`config.mk`:
```
export PLATFORM = sky130hd
export DESIGN_NAME = uart_receiver_flat
export DESIGN_NICKNAME = d
export VERILOG_FILES = /design/src/rtl/uart_pkg.sv /design/src/rtl/uart_receiver_if.sv /design/src/rtl/baud_unit.sv /design/src/rtl/uart_receiver.sv /design/src/flat_wrapper.sv
export SDC_FILE = /design/constraint.sdc
export NUM_CORES = 1
export LEC_CHECK = 0
export ABC_CLOCK_PERIOD_IN_PS = 3400
export BUFFER_PORTS_ARGS = -buffer_cell sky130_fd_sc_hd__buf_4
export CORE_UTILIZATION = 58
export DETAILED_ROUTE_END_ITERATION = 6
export PLACE_DENSITY_LB_ADDON = 0.3
export SLEW_MARGIN = 20
export SYNTH_ARGS = -nofsm -noshare
export SYNTH_HDL_FRONTEND = slang
export SYNTH_HIERARCHICAL = 1
export SYNTH_SLANG_ARGS = --single-unit
```
`constraint.sdc`:
```
create_clock -name clk -period 3.4 [get_ports clk]
set_input_delay 0.51 -clock clk [delete_from_list [all_inputs] [get_ports clk]]
set_output_delay 0.51 -clock clk [all_outputs]
set_load 0.005 [all_outputs]
```
`src/rtl/uart_pkg.sv`:
```
// Shared constants and types for the 8N1 UART receive path.
package uart_pkg;

    localparam int unsigned CLKS_PER_BIT_DEF = 868;
    localparam int unsigned WIDTH_DEF        = 8;
    localparam int unsigned HALF_BIT_DEF     = CLKS_PER_BIT_DEF / 2;

    typedef enum logic [1:0] {
        IDLE  = 2'd0,
        START = 2'd1,
        DATA  = 2'd2,
        STOP  = 2'd3
    } state_t;

    // Mid-bit offset for a given bit period.
    function automatic int unsigned half_bit(input int unsigned clks_per_bit);
        return clks_per_bit / 2;
    endfunction

endpackage

```
`src/rtl/uart_receiver_if.sv`:
```
// Serial input, hold control and parallel result of the UART receiver.
interface uart_receiver_if
    import uart_pkg::*;
#(
    parameter int unsigned WIDTH = WIDTH_DEF
);
    logic             data;
    logic             hold_value;
    logic [WIDTH-1:0] rx;
    logic             rx_valid;
    logic             frame_error;
    logic             busy;

    modport master (
        output data, hold_value,
        input  rx, rx_valid, frame_error, busy
    );

    modport slave (
        input  data, hold_value,
        output rx, rx_valid, frame_error, busy
    );
endinterface

```
`src/rtl/baud_unit.sv`:
```
// Bit-period counter that strobes once per bit at the mid-bit point.
module baud_unit
    import uart_pkg::*;
#(
    parameter int unsigned CLKS_PER_BIT = CLKS_PER_BIT_DEF
) (
    input  logic clk,
    input  logic reset,
    input  logic enable,
    input  logic restart,
    output logic sample_c
);
    localparam int unsigned CNT_W     = $clog2(CLKS_PER_BIT);
    localparam int unsigned SAMPLE_AT = half_bit(CLKS_PER_BIT) - 1;
    localparam int unsigned LAST      = CLKS_PER_BIT - 1;

    logic [CNT_W-1:0] cnt;

    // Held at zero while idle so every start bit begins a fresh bit period.
    always_ff @(posedge clk or negedge reset) begin
        if (!reset) begin
            cnt <= '0;
        end else if (!enable || restart) begin
            cnt <= '0;
        end else if (cnt == CNT_W'(LAST)) begin
            cnt <= '0;
        end else begin
            cnt <= cnt + CNT_W'(1);
        end
    end

    assign sample_c = enable && !restart && (cnt == CNT_W'(SAMPLE_AT));

endmodule

```
`src/rtl/uart_receiver.sv`:
```
// 8N1 UART receiver: start detect, mid-bit sampling, stop check, byte output.
module uart_receiver
    import uart_pkg::*;
#(
    parameter int unsigned CLKS_PER_BIT = CLKS_PER_BIT_DEF,
    parameter int unsigned WIDTH        = WIDTH_DEF
) (
    input  logic            clk,
    input  logic            reset,
    uart_receiver_if.slave  bus
);
    localparam int unsigned IDX_W = (WIDTH > 1) ? $clog2(WIDTH) : 1;

    state_t           state_q, state_d;
    logic [IDX_W-1:0] bit_idx_q, bit_idx_d;
    logic [WIDTH-1:0] shift_q, shift_d;
    logic [WIDTH-1:0] rx_q, rx_d;
    logic             rx_valid_q, rx_valid_d;
    logic             frame_error_q, frame_error_d;
    logic             busy_q, busy_d;
    logic             sync1_q, sync2_q, prev_q;
    logic             fall_c, start_c, sample_c;

    // Synchroniser flops reset low so a line already low at release is not an edge.
    always_ff @(posedge clk or negedge reset) begin
        if (!reset) begin
            sync1_q <= 1'b0;
            sync2_q <= 1'b0;
            prev_q  <= 1'b0;
        end else begin
            sync1_q <= bus.data;
            sync2_q <= sync1_q;
            prev_q  <= sync2_q;
        end
    end

    assign fall_c = prev_q && !sync2_q;

    baud_unit #(
        .CLKS_PER_BIT (CLKS_PER_BIT)
    ) u_baud (
        .clk      (clk),
        .reset    (reset),
        .enable   (state_q != IDLE),
        .restart  (start_c),
        .sample_c (sample_c)
    );

    always_ff @(posedge clk or negedge reset) begin
        if (!reset) begin
            state_q       <= IDLE;
            bit_idx_q     <= '0;
            shift_q       <= '0;
            rx_q          <= '0;
            rx_valid_q    <= 1'b0;
            frame_error_q <= 1'b0;
            busy_q        <= 1'b0;
        end else begin
            state_q       <= state_d;
            bit_idx_q     <= bit_idx_d;
            shift_q       <= shift_d;
            rx_q          <= rx_d;
            rx_valid_q    <= rx_valid_d;
            frame_error_q <= frame_error_d;
            busy_q        <= busy_d;
        end
    end

    always_comb begin
        state_d       = state_q;
        bit_idx_d     = bit_idx_q;
        shift_d       = shift_q;
        rx_d          = rx_q;
        rx_valid_d    = 1'b0;
        frame_error_d = 1'b0;
        start_c       = 1'b0;

        case (state_q)
            IDLE: begin
                if (fall_c) begin
                    state_d   = START;
                    bit_idx_d = '0;
                    start_c   = 1'b1;
                end
            end
            START: begin
                // A line back high at mid start bit was a glitch.
                if (sample_c) begin
                    state_d   = sync2_q ? IDLE : DATA;
                    bit_idx_d = '0;
                end
            end
            DATA: begin
                if (sample_c) begin
                    shift_d[bit_idx_q] = sync2_q;
                    if (bit_idx_q == IDX_W'(WIDTH - 1)) begin
                        state_d = STOP;
                    end else begin
                        bit_idx_d = bit_idx_q + IDX_W'(1);
                    end
                end
            end
            STOP: begin
                if (sample_c) begin
                    state_d = IDLE;
                    if (sync2_q) begin
                        if (!bus.hold_value) begin
                            rx_d       = shift_q;
                            rx_valid_d = 1'b1;
                        end
                    end else begin
                        frame_error_d = 1'b1;
                    end
                end
            end
            default: state_d = IDLE;
        endcase

        busy_d = (state_d != IDLE);
    end

    assign bus.rx          = rx_q;
    assign bus.rx_valid    = rx_valid_q;
    assign bus.frame_error = frame_error_q;
    assign bus.busy        = busy_q;

endmodule

```
`src/flat_wrapper.sv`:
```
// flat-port wrapper written by rule: the top's interface ports become plain ports
module uart_receiver_flat import uart_pkg::*;
#(
    parameter int unsigned CLKS_PER_BIT = CLKS_PER_BIT_DEF,
    parameter int unsigned WIDTH        = WIDTH_DEF
)
  (clk, reset, bus_data, bus_hold_value, bus_rx, bus_rx_valid, bus_frame_error, bus_busy);
  uart_receiver_if #(.WIDTH(WIDTH)) bus_i ();
  input  logic clk;
  input  logic reset;
  input wire logic [$bits(bus_i.data)-1:0] bus_data;
  input wire logic [$bits(bus_i.hold_value)-1:0] bus_hold_value;
  output wire logic [$bits(bus_i.rx)-1:0] bus_rx;
  output wire logic [$bits(bus_i.rx_valid)-1:0] bus_rx_valid;
  output wire logic [$bits(bus_i.frame_error)-1:0] bus_frame_error;
  output wire logic [$bits(bus_i.busy)-1:0] bus_busy;
  assign bus_i.data = bus_data;
  assign bus_i.hold_value = bus_hold_value;
  assign bus_rx = bus_i.rx;
  assign bus_rx_valid = bus_i.rx_valid;
  assign bus_frame_error = bus_i.frame_error;
  assign bus_busy = bus_i.busy;
  uart_receiver #(.CLKS_PER_BIT(CLKS_PER_BIT), .WIDTH(WIDTH)) u_core (.clk(clk), .reset(reset), .bus(bus_i));
endmodule
```
* Yosys cells after proc, flatten, opt, wreduce, memory -nomap -nowiden
Index checks and enable logic that the tools add are counted. W data, S select, Z words.
Storage, ports and cells: output and inout bits 11, latch bits 0, register bits after elaboration 37, bits in read-only memories 0, bits of input ports 4, logic and storage cells 67, memories kept 0, RAM bits 0
Operators by class: add/subtract/negate cells 2, order comparisons 2, multiplexer cells 26, equal/unequal tests 10, divide/modulo/power cells 0, bitwise gates (word level) 1, shift-type cells 0, multiply operators 0, reduce and logical (&&, ||, !) cells 15
Operators with widths (number):
- $mux W10 | 2
- $mux W2 | 6
- $mux W3 | 4
- $add A10 B1 Y10 const B | 1
- $eq A10 B10 Y1 const B | 1
- $eq A10 B9 Y1 const B | 1
- $mux W1 | 10
- $pmux W3 S3 | 1
- $bwmux W8 | 1
- $pmux W2 S4 | 1
- $ne A2 B1 Y1 const B | 3
- $reduce_and A5 Y1 | 1
- $eq A2 B2 Y1 const B | 2
- $logic_and A1 B1 Y1 | 4
- $lt A3 B4 Y1 const B | 1
- $reduce_and A4 Y1 | 1
- $reduce_bool A2 Y1 | 2
- $add A3 B1 Y3 const B | 1
- $demux W1 S3 | 1
- $eq A3 B3 Y1 const B | 1
- $ge A3 B1 Y1 const B | 1
- $logic_not A1 Y1 | 3
- $reduce_bool A3 Y1 | 1
- $eq A2 B1 Y1 const B | 1
- 5 further kinds | 5

* Depth between registers and ports, before layout
Gate-level depths: netlist of run 1.
depth after elaboration 10, depth in mapped cells 8, gate-level depth less buffers 7

* Modules after synthesis
Netlist of run 1, hierarchy kept.
Modules (own cells, without submodules):
- uart_receiver | cells each 84, seq. area each 675.6 um^2, times used 1, area an instance 1216.2 um^2
- baud_unit | cells each 51, seq. area each 250.2 um^2, times used 1, area an instance 523.0 um^2

* Worst setup path before layout of run 1
Ideal clock, no wire load.
path type flip-flop to flip-flop, start register u_core.u_baud.cnt[2], end register u_core.rx_q[0] (netlist: u_core/bus.rx[0]), required time 3.275 ns, path slack 0.782 ns, setup time 0.125 ns, period minus slack after synthesis 2.618 ns, stages on the path, launching flop included 7, buffers on the path 1, arrival 2.493 ns, path through dfrtp_1 or3b_4 nor4_1 nand3_1 nor3b_2 buf_6 mux2_4
On the way: longest elaborated chain between the ends 3
Ends and longest elaborated chain:
- start: declaration | line baud_unit.sv:17 | logic [CNT_W-1:0] cnt;
- start signal: assignment | line baud_unit.sv:28 | cnt <= cnt + CNT_W'(1);
- $eq A10 B9 Y1 | line baud_unit.sv:32 | assign sample_c = enable && !restart && (cnt == CNT_W'(SAMPLE_AT));
- $logic_and A1 B1 Y1 | line baud_unit.sv:32
- via u_core.sample_c | line uart_receiver.sv:22 | logic fall_c, start_c, sample_c;
- $reduce_and A4 Y1 (no source line)
- end signal: assignment | line uart_receiver.sv:62 | rx_q <= rx_d;
- end: declaration | line uart_receiver.sv:17 | logic [WIDTH-1:0] rx_q, rx_d;
The timed path passes the listed nets, and every way through them passes these cells. A chain may end at the register's enable or synchronous reset.

* Worst setup path in the final report of run 1
start register u_core.sync2_q, end register u_core.rx_q[3] (netlist: u_core/bus.rx[3])
On the way: longest elaborated chain between the ends 8
Ends and longest elaborated chain:
- start: declaration | line uart_receiver.sv:21 | logic sync1_q, sync2_q, prev_q;
- start signal: assignment | line uart_receiver.sv:32 | sync2_q <= sync1_q;
- $logic_not A1 Y1 | line uart_receiver.sv:37 | assign fall_c = prev_q && !sync2_q;
- $logic_and A1 B1 Y1 | line uart_receiver.sv:37
- $mux W1 | line uart_receiver.sv:80 | if (fall_c) begin
- $mux W1 | line uart_receiver.sv:78 | case (state_q)
- via u_core.start_c | line uart_receiver.sv:22
- $logic_not A1 Y1 | line baud_unit.sv:32
- $logic_and A1 B1 Y1 (2 in a row) | line baud_unit.sv:32
- via u_core.sample_c | line uart_receiver.sv:22
- $reduce_and A4 Y1 (no source line)
The timed path passes the listed nets, and every way through them passes these cells.

==> summary.txt, run 1 <==
outcome: finished, violations left
Die Y: 56.76 um
crit path capture type: flop
post-cts sizing count: 0
Hold Vio Cnt, Final: 0
Core Area: 2805 um2
most frequent cells in the layout: 37 x dfrtp_1, 16 x buf_4, 11 x mux2_4
CP bufs+invs: 2
CTS buffer count: 5
root buf cell: clkbuf_4
slew at the pin closest to its max-slew limit: 0.4571 ns
WP data required: 3.62 ns
DP Wirelength: 1.904 mm
clk_lat worst skew: 0.33 ns
Max-cap violations: 0
worst clock skew: 0.009287 ns
unrepaired setup endpoints after global routing: false
starting density of the core: 62.00%
VDD IR-drop max: 0.2776 mV
number of flops mapped to enable cells by yosys: 0
WL per Instance: 15.21 um
antenna-violating nets left: 0
max frequency: 0.4181 GHz
startpoint types: flop
worst reg2reg path startpoint: u_core/sync2_q$_DFF_PN0_
top_reg_cell synth: dfrtp_1
share of cells above drive strength 1: 26.97%
leading area contributor after synthesis: dfrtp_1
grt ovf: 0
Mapped Cells: 135
largest fanout on the critical path: 14
design area: 1913 um2
sequential share of the synthesized area: 53.24%
R2R cell count: 8
failing checks: DRC
Mean Syn Cell Area: 12.88 um2
Crit path top cell by count: buf_4
fin. max-slew vios: 0
Slowest-stage cell, CP: dfrtp_1
critical path type: reg2reg
Die ar.: 3222 um2
CTS tree: done
Pleak: 0.0009206 uW
Final Cycle Share: 70.34%
setup_tns: 0 ns
fin crit period: 2.392 ns
Yosys top cell area share: 53.24%
first-pass GRT wire length: 4.919 mm
Antenna Cells: 0
largest net degree at the start of global routing: 38
drt first pass iters: 6
Syn Std Cell Area: 1739 um2
post-synthesis async set-or-reset flop share: 100.0%
Final setup viols: 0
Layout Area Growth over Synthesis: 10.00%
most common cell after layout, fill and taps aside: dfrtp_1
Max Root-Sink Buffers: 2
post-synthesis cell type count: 40
clock sinks: 37
Mapped Nets: 143
Critical Path AT: 2.61 ns
clock-pin transition on the worst setup and hold timing paths: 0.10 ns
number of antenna violations at the first check in global routing: 0
initial drt markers: 49
relative slew slack: 69.52%
H-tree depth: 2
I/O pin cnt: 15
critical-path cell list: nor4b_2, nand2b_1, nor4_1, buf_4, nand3_1, nor3b_2, buf_4, mux2_4
GRT Total Usage: 20.33%
r2r endpoint: u_core/bus.rx[3]$_DFFE_PN0P_
FF+latch count, synth: 37
total wire length: 2.783 mm
via/cell ratio: 5.918
via count: 1083
Die X: 56.76 um
gpl congestion: 0.8641
Worst Hold Class: in2async
R2R Setup Slk: 1.01 ns
dominant cells by area after synthesis: dfrtp_1 53%, mux2_4 9.5%, mux2_1 3.9%
CP peak stage delay: 0.63 ns
Post-CTS Setup Bufs: 0
Yosys warning count: 6
delay-heaviest family, CP: simple AND/OR/NAND/NOR gates
Residual DRC: 2
number of global-route vias before repair: 1082
DP Area: 1858 um2
hold buffers post-CTS: 0
Std-Cell Rows: 19
final-stage net count: 160
PwrDens: 431.2 nW/um2
IO buf count: 14
logic make-up after synthesis:
logic type	synth area share, %
simple gates	19.50
flops	53.24
compound gates	6.331
fa+ha+maj	2.878
mux	14.03
xor+xnor	1.511
buf+inv	2.518
through the flow:
| stage | util, % | setup WS (ns) | power (uW) | instances | hold slack, ns |
|---|---|---|---|---|---|
| after CTS | 68.20 | 0.9817 | 834.3 | 183 | 0.1200 |
| after detailed placement | 66.24 | 1.001 | 607.8 | 176 | 0.3402 |
| final | 68.20 | 1.008 | 824.8 | 183 | 0.1197 |
| after global routing | 68.20 | 0.8362 | 874.0 | 183 | 0.1256 |
| after floorplan | - | 0.7823 | 573.6 | 135 | 0.2144 |
| after global placement | 66.24 | 1.134 | 600.6 | 176 | 0.3363 |
Yosys cell counts, drive strengths merged, types with 2 or more instances:
| cell | instances |
|---|---|
| xor2 | 2 |
| nand3 | 6 |
| ha | 4 |
| and4bb | 2 |
| o31ai | 3 |
| or4 | 2 |
| a22o | 2 |
| a21oi | 5 |
| nor3b | 4 |
| o21ai | 5 |
| nand2 | 6 |
| or3 | 3 |
| dfrtp | 37 |
| nor2 | 10 |
| mux2 | 18 |
| nand2b | 3 |
| nand3b | 2 |
| buf | 4 |
| nor3 | 2 |
| nand4 | 2 |
| clkbuf | 2 |
where the power goes:
group	switching, uW	leakage [uW]	internal [uW]
Clock	129	0.0000314	97.6
Combinational	52.1	0.000393	43.3
Sequential	36.0	0.000496	467
Total	217	0.000921	608
flip-flops by register name (all words and copies together) (netlist names):
| name | cells |
|---|---|
| u_core/bus.rx | 8 |
| u_core/bus.busy | 1 |
| u_core/u_baud/cnt | 10 |
| u_core/prev_q | 1 |
| u_core/state_q | 2 |
| u_core/sync1_q | 1 |
| u_core/shift_q | 8 |
| u_core/bus.rx_valid | 1 |
| u_core/bus.frame_error | 1 |
| u_core/bit_idx_q | 3 |
| u_core/sync2_q | 1 |
area by class of cell:
cell class                 count  area (um2)
timing repair buffer          16       120.1
tap                           31       38.79
fill                         208       892.1
sequential                    37       925.9
inverter                       1       3.754
clock buffer                   7       55.05
multi-input combinational     91       769.5
worst max path at each step:
stage,startpoint,endpoint,slack [ns],cells past startpoint
after global routing,u_core/sync2_q$_DFF_PN0_,u_core/bus.rx[5]$_DFFE_PN0P_,0.84,8
after detailed placement,u_core/sync2_q$_DFF_PN0_,u_core/bus.rx[0]$_DFFE_PN0P_,1.00,8
after CTS,u_core/sync2_q$_DFF_PN0_,u_core/bus.rx[6]$_DFFE_PN0P_,0.98,8
after global placement,u_core/sync2_q$_DFF_PN0_,u_core/bus.rx[5]$_DFFE_PN0P_,1.13,8
after floorplan,u_core/u_baud/cnt[2]$_DFF_PN0_,u_core/bus.rx[0]$_DFFE_PN0P_,0.78,6
final,u_core/sync2_q$_DFF_PN0_,u_core/bus.rx[3]$_DFFE_PN0P_,1.01,8
metal layers:
layer  part of all wire, %  vias up  global-route usage [%]
li1                      -      521                       -
met1                    45      534                   24.05
met2                    50       24                   33.84
met3                   3.7        4                   6.221
met4                   1.3        0                   9.408
met5                     0        -                       0
Power figures use the tool's default switching activity.
==> run 2: changes to the inputs <==
--- a/config.mk
+++ b/config.mk
@@ -5,7 +5,7 @@
 export SDC_FILE = /design/constraint.sdc
 export NUM_CORES = 1
 export LEC_CHECK = 0
-export ABC_CLOCK_PERIOD_IN_PS = 3400
+export ABC_CLOCK_PERIOD_IN_PS = 2400
 export BUFFER_PORTS_ARGS = -buffer_cell sky130_fd_sc_hd__buf_4
 export CORE_UTILIZATION = 58
 export DETAILED_ROUTE_END_ITERATION = 6
==> constraint.sdc (replaced) <==
create_clock -name clk -period 2.4 [get_ports clk]
set_input_delay 0.36 -clock clk [delete_from_list [all_inputs] [get_ports clk]]
set_output_delay 0.36 -clock clk [all_outputs]
set_load 0.005 [all_outputs]
==> run 2 against run 1 <==
Wire length is 8.8% higher. Clock-buffer cell count is 2 lower. Clock skew is 0.0070 ns higher. Core utilization is 1.1 points higher. Die area stayed put. Sequential power is 41% higher. Critical endpoint is now u_core/shift_q[5]$_DFFE_PN0P_. Largest cell class unchanged. Final cell count is 2.2% higher. The flow still finishes with violations (DRC). Largest power group unchanged. Clock power is 43% higher. Via count is 5.6% higher. Flip-flop and latch count stayed put. Power is 42% higher. Non-clock buffer count is 3 higher.
==> summary.txt, run 2 (synthesized netlist as in run 1, its figures left out) <==
critical-path cell list: or3b_4, nor4_2, buf_4, nand4b_4, nor3b_1, mux2_1
Max-cap violations: 0
Post-CTS Setup Bufs: 0
Slowest-stage cell, CP: dfrtp_1
total wire length: 3.027 mm
area of the multi-input gates: 775.7 um2
Critical Path AT: 2.47 ns
setup_tns: 0 ns
crit path capture type: flop
Die Y: 56.76 um
post-cts sizing count: 0
final hold slack: 0.1197 ns
Max Root-Sink Buffers: 2
Std-Cell Rows: 19
DP Wirelength: 2.138 mm
Worst Hold Class: in2reg
Hold Vio Cnt, Final: 0
Biggest register: u_core/u_baud/cnt
starting density of the core: 62.00%
grt ovf: 0
gpl congestion: 0.8371
antenna-violating nets left: 0
Antenna Cells: 0
Die X: 56.76 um
drt first pass iters: 6
CTS tree: done
number of fill cells in the layout: 208
largest fanout on the critical path: 7
fin crit period: 2.219 ns
relative slew slack: 70.00%
slew at the pin closest to its max-slew limit: 0.4500 ns
IO buf count: 14
first-pass GRT wire length: 5.382 mm
VDD IR-drop max: 0.3739 mV
clock sinks: 37
CP bufs+invs: 1
unrepaired setup endpoints after global routing: false
max FFs per register: 10
max frequency: 0.4506 GHz
CP peak stage delay: 0.45 ns
most frequent cells in the layout: 37 x dfrtp_1, 18 x buf_4, 11 x mux2_4
Final setup viols: 0
outcome: finished, violations left
initial drt markers: 39
Residual DRC: 6
via count: 1144
critical path type: reg2reg
WL per Instance: 16.19 um
Pleak: 0.0009347 uW
via/cell ratio: 6.118
fin. max-slew vios: 0
share of cells above drive strength 1: 29.49%
I/O pin cnt: 15
clock-pin transition on the worst setup and hold timing paths: 0.12 ns
final-stage net count: 163
Die ar.: 3222 um2
most common cell after layout, fill and taps aside: dfrtp_1
delay-heaviest family, CP: simple AND/OR/NAND/NOR gates
worst clock skew: 0.01624 ns
largest net degree at the start of global routing: 38
GRT Total Usage: 22.68%
root buf cell: clkbuf_4
number of antenna violations at the first check in global routing: 0
CTS buffer count: 5
Core Area: 2805 um2
FF/Latch Area: 925.9 um2
Final Cycle Share: 92.47%
startpoint types: flop
failing checks: DRC
hold buffers post-CTS: 1
clk_lat worst skew: 0.35 ns
H-tree depth: 2
WP data required: 2.65 ns
number of global-route vias before repair: 1169
PwrDens: 603.5 nW/um2
Layout Area Growth over Synthesis: 11.80%
run 2: layout make-up:
cell class	instances	share of cell area (%)
well taps	31	1.995
clock inverters	3	0.9009
multi-input cells	91	39.90
flip-flops and latches	37	47.62
repair buffers	19	7.465
inverters	1	0.1931
clock buffers	5	1.931
run 2: final timing paths:
path,slack (ns),endpoint,cells after the start,from
worst min register to register,0.36,u_core/sync2_q$_DFF_PN0_,0,u_core/sync1_q$_DFF_PN0_
min in group asynchronous,0.49,u_core/bus.rx[7]$_DFFE_PN0P_,2,reset
worst max register to register,0.18,u_core/shift_q[5]$_DFFE_PN0P_,6,u_core/u_baud/cnt[2]$_DFF_PN0_
worst max-delay path,0.18,u_core/shift_q[5]$_DFFE_PN0P_,6,u_core/u_baud/cnt[2]$_DFF_PN0_
worst min-delay path,0.12,u_core/sync1_q$_DFF_PN0_,1,bus_data
max in group asynchronous,1.58,u_core/bus.busy$_DFF_PN0_,2,reset
run 2: power breakdown:
part | switching, uW | total (uW) | internal (uW)
registers | 47.3 | 709 | 662
clock network | 213 | 324 | 110
logic | 77.4 | 140 | 62.6
run 2: stage by stage:
step	std cells	cell area [um2]	utilization, %	setup WS (ns)	power (uW)
after floorplan	135	1745	-	0.05768	813.1
after global placement	178	1879	66.99	0.2309	852.1
after detailed placement	178	1879	66.99	0.1903	860.9
after CTS	187	1944	69.31	0.1687	1183
after global routing	187	1944	69.31	0.05603	1240
final	187	1944	69.31	0.1806	1173
run 2: routing by layer:
layer | routed length, um | track usage (%) | vias up
met2 | 1539 | 37.93 | 29
met1 | 1296 | 26.45 | 585
li1 | - | - | 525
met5 | 0 | 0 | -
met4 | 62 | 13.94 | 0
met3 | 129 | 5.069 | 5
==> run 3: changes to the inputs <==
--- a/config.mk
+++ b/config.mk
@@ -5,6 +5,7 @@
 export SDC_FILE = /design/constraint.sdc
 export NUM_CORES = 1
 export LEC_CHECK = 0
+export ABC_AREA = 1
 export ABC_CLOCK_PERIOD_IN_PS = 2400
 export BUFFER_PORTS_ARGS = -buffer_cell sky130_fd_sc_hd__buf_4
 export CORE_UTILIZATION = 58
==> run 3 against run 2 <==
The run still ends with DRC left. Power up 3.6%. Via count rose by 23%. Die area up 0.21%. Sequential share of layout area fell by 0.64 points. Clock power is essentially flat. Synthesized area grew 0.22%. Core utilization rose by 0.94 points.
==> summary.txt, run 3 <==
outcome: finished, violations left
failing checks: DRC
Critical Path AT: 2.32 ns
Max Root-Sink Buffers: 2
VDD IR-drop max: 0.4371 mV
Std-Cell Rows: 19
Mapped Nets: 217
count leader, synth: nand2_1
sw frac: 28.35%
leading area contributor after synthesis: dfrtp_1
share of power burned in registers: 59.0%
crit path capture type: flop
post-synthesis async set-or-reset flop share: 100.0%
internal power: 870.7 uW
number of global-route vias before repair: 1370
P_sw: 344.4 uW
first-pass GRT wire length: 5.678 mm
Final setup viols: 0
Yosys warning count: 6
largest net degree at the start of global routing: 38
clock group share of total power: 26.6%
via count: 1406
number of flops mapped to enable cells by yosys: 0
post-synthesis cell type count: 22
WL per Instance: 12.76 um
GRT Total Usage: 23.02%
number of antenna violations at the first check in global routing: 0
CTS buffer count: 5
fin crit period: 2.082 ns
share of cells above drive strength 1: 15.28%
Die X: 56.82 um
most common cell after layout, fill and taps aside: nand2_1
Worst Hold Class: in2reg
root buf cell: clkbuf_4
design area: 1971 um2
Syn Std Cell Area: 1743 um2
drt first pass iters: 6
final-stage net count: 237
initial drt markers: 67
relative slew slack: 69.49%
most frequent cells in the layout: 58 x nand2_1, 37 x dfrtp_1, 25 x inv_1
Hold Vio Cnt, Final: 0
max FFs per register: 10
Residual DRC: 2
Die Y: 56.82 um
Final Cycle Share: 86.76%
Post-CTS Setup Bufs: 0
clock sinks: 37
Yosys top cell area share: 53.12%
critical path type: reg2reg
gpl congestion: 0.9518
antenna-violating nets left: 0
Logic pwr share: 14.4%
IO buf count: 14
DP Wirelength: 2.378 mm
fin. max-slew vios: 0
setup_tns: 0 ns
max frequency: 0.4802 GHz
Antenna Cells: 0
Mean Syn Cell Area: 8.339 um2
total wire length: 3.317 mm
Mapped Cells: 209
Layout Area Growth over Synthesis: 13.07%
critical-path cell list: nor2_1, nand2_1, inv_1, nor2_2, nand3_1, nor4_2, buf_4, nand2_1, nand2_1, nand2_1, nand2_1, nand2_1
FF+latch count, synth: 37
Pleak: 0.001036 uW
Core Area: 2805 um2
PwrDens: 616.6 nW/um2
Biggest register: u_core/u_baud/cnt
worst clock skew: 0.009780 ns
slew at the pin closest to its max-slew limit: 0.4528 ns
dominant cells by area after synthesis: dfrtp_1 53%, nand2_1 12%, o21ai_0 5.5%
starting density of the core: 62.13%
CTS tree: done
WP data required: 2.64 ns
I/O pin cnt: 15
startpoint types: flop
largest fanout on the critical path: 9
Max-cap violations: 0
H-tree depth: 2
clk_lat worst skew: 0.34 ns
clock-pin transition on the worst setup and hold timing paths: 0.10 ns
CP peak stage delay: 0.45 ns
Die ar.: 3229 um2
Slowest-stage cell, CP: dfrtp_1
DP Area: 1882 um2
sequential share of the synthesized area: 53.12%
grt ovf: 0
commonest cells in the netlist: 58 x nand2_1, 37 x dfrtp_1, 25 x inv_1, 23 x nor2_1, 19 x o21ai_0
unrepaired setup endpoints after global routing: false
via/cell ratio: 5.408
Crit path top cell by count: nand2_1
top_reg_cell synth: dfrtp_1
run 3: path summary, 6_finish.rpt:
path,from,to,slack (ns),cells past startpoint
max,u_core/state_q[1]$_DFF_PN0_,u_core/bit_idx_q[0]$_DFFE_PN0P_,0.32,12
min,bus_data,u_core/sync1_q$_DFF_PN0_,0.13,1
max reg2reg,u_core/state_q[1]$_DFF_PN0_,u_core/bit_idx_q[0]$_DFFE_PN0P_,0.32,12
min reg2reg,u_core/sync1_q$_DFF_PN0_,u_core/sync2_q$_DFF_PN0_,0.36,0
max in group asynchronous,reset,u_core/u_baud/cnt[9]$_DFF_PN0_,1.58,2
min in group asynchronous,reset,u_core/bus.rx[2]$_DFFE_PN0P_,0.50,2
run 3: power groups by stage:
stage / Combinational, uW / Sequential [uW] / Clock, uW
final: 175 / 717 / 323
after global routing: 206 / 723 / 357
after CTS: 170 / 718 / 331
after detailed placement: 168 / 729 / 0
after global placement: 160 / 725 / 0
after floorplan: 119 / 718 / 0
run 3: repair_timing:
item                       4_1_cts  5_1_grt
hold buffers                     1        0
hold endpoints to repair        37        0
resized for setup                0        6
setup endpoints to repair        0       19
run 3: logic make-up after synthesis:
| group | Yosys count | synth area share (%) |
|---|---|---|
| XOR/XNOR | 5 | 2.513 |
| buffers and inverters | 29 | 6.533 |
| AO/OA/AOI/OAI | 21 | 6.245 |
| flip-flops | 37 | 53.12 |
| adder cells (fa/ha/maj) | 4 | 2.872 |
| AND/OR/NAND/NOR | 113 | 28.72 |
run 3: routing by layer:
layer	share of wire, %	track usage (%)
met5	0	0
met1	46	29.65
met2	46	37.93
met4	1.8	7.317
met3	5.9	6.221
run 3: layout make-up:
cell class | count | area, um2
sequential | 37 | 925.9
timing repair buffer | 17 | 130.1
fill | 226 | 834.6
tap | 31 | 38.79
inverter | 25 | 93.84
clock buffer | 7 | 55.05
multi-input combinational | 143 | 726.9
run 3: metrics by stage:
step	instances	worst slack, ns	util, %	hold WS, ns	total power, uW
after floorplan	209	0.5831	-	0.06441	837.2
after global placement	252	0.3000	67.08	0.3334	884.9
after detailed placement	252	0.1518	67.08	0.3383	897.8
after CTS	260	0.03086	69.40	0.1169	1219
after global routing	260	0.09327	70.25	0.1108	1286
final	260	0.3177	70.25	0.1299	1215
run 3: worst max-delay path: cells and delay by family, from the launching register on:
family / cells / cell delay, ns
and+or+nand+nor: 10 / 1.25
DFF: 1 / 0.45
buffers and inverters: 2 / 0.29
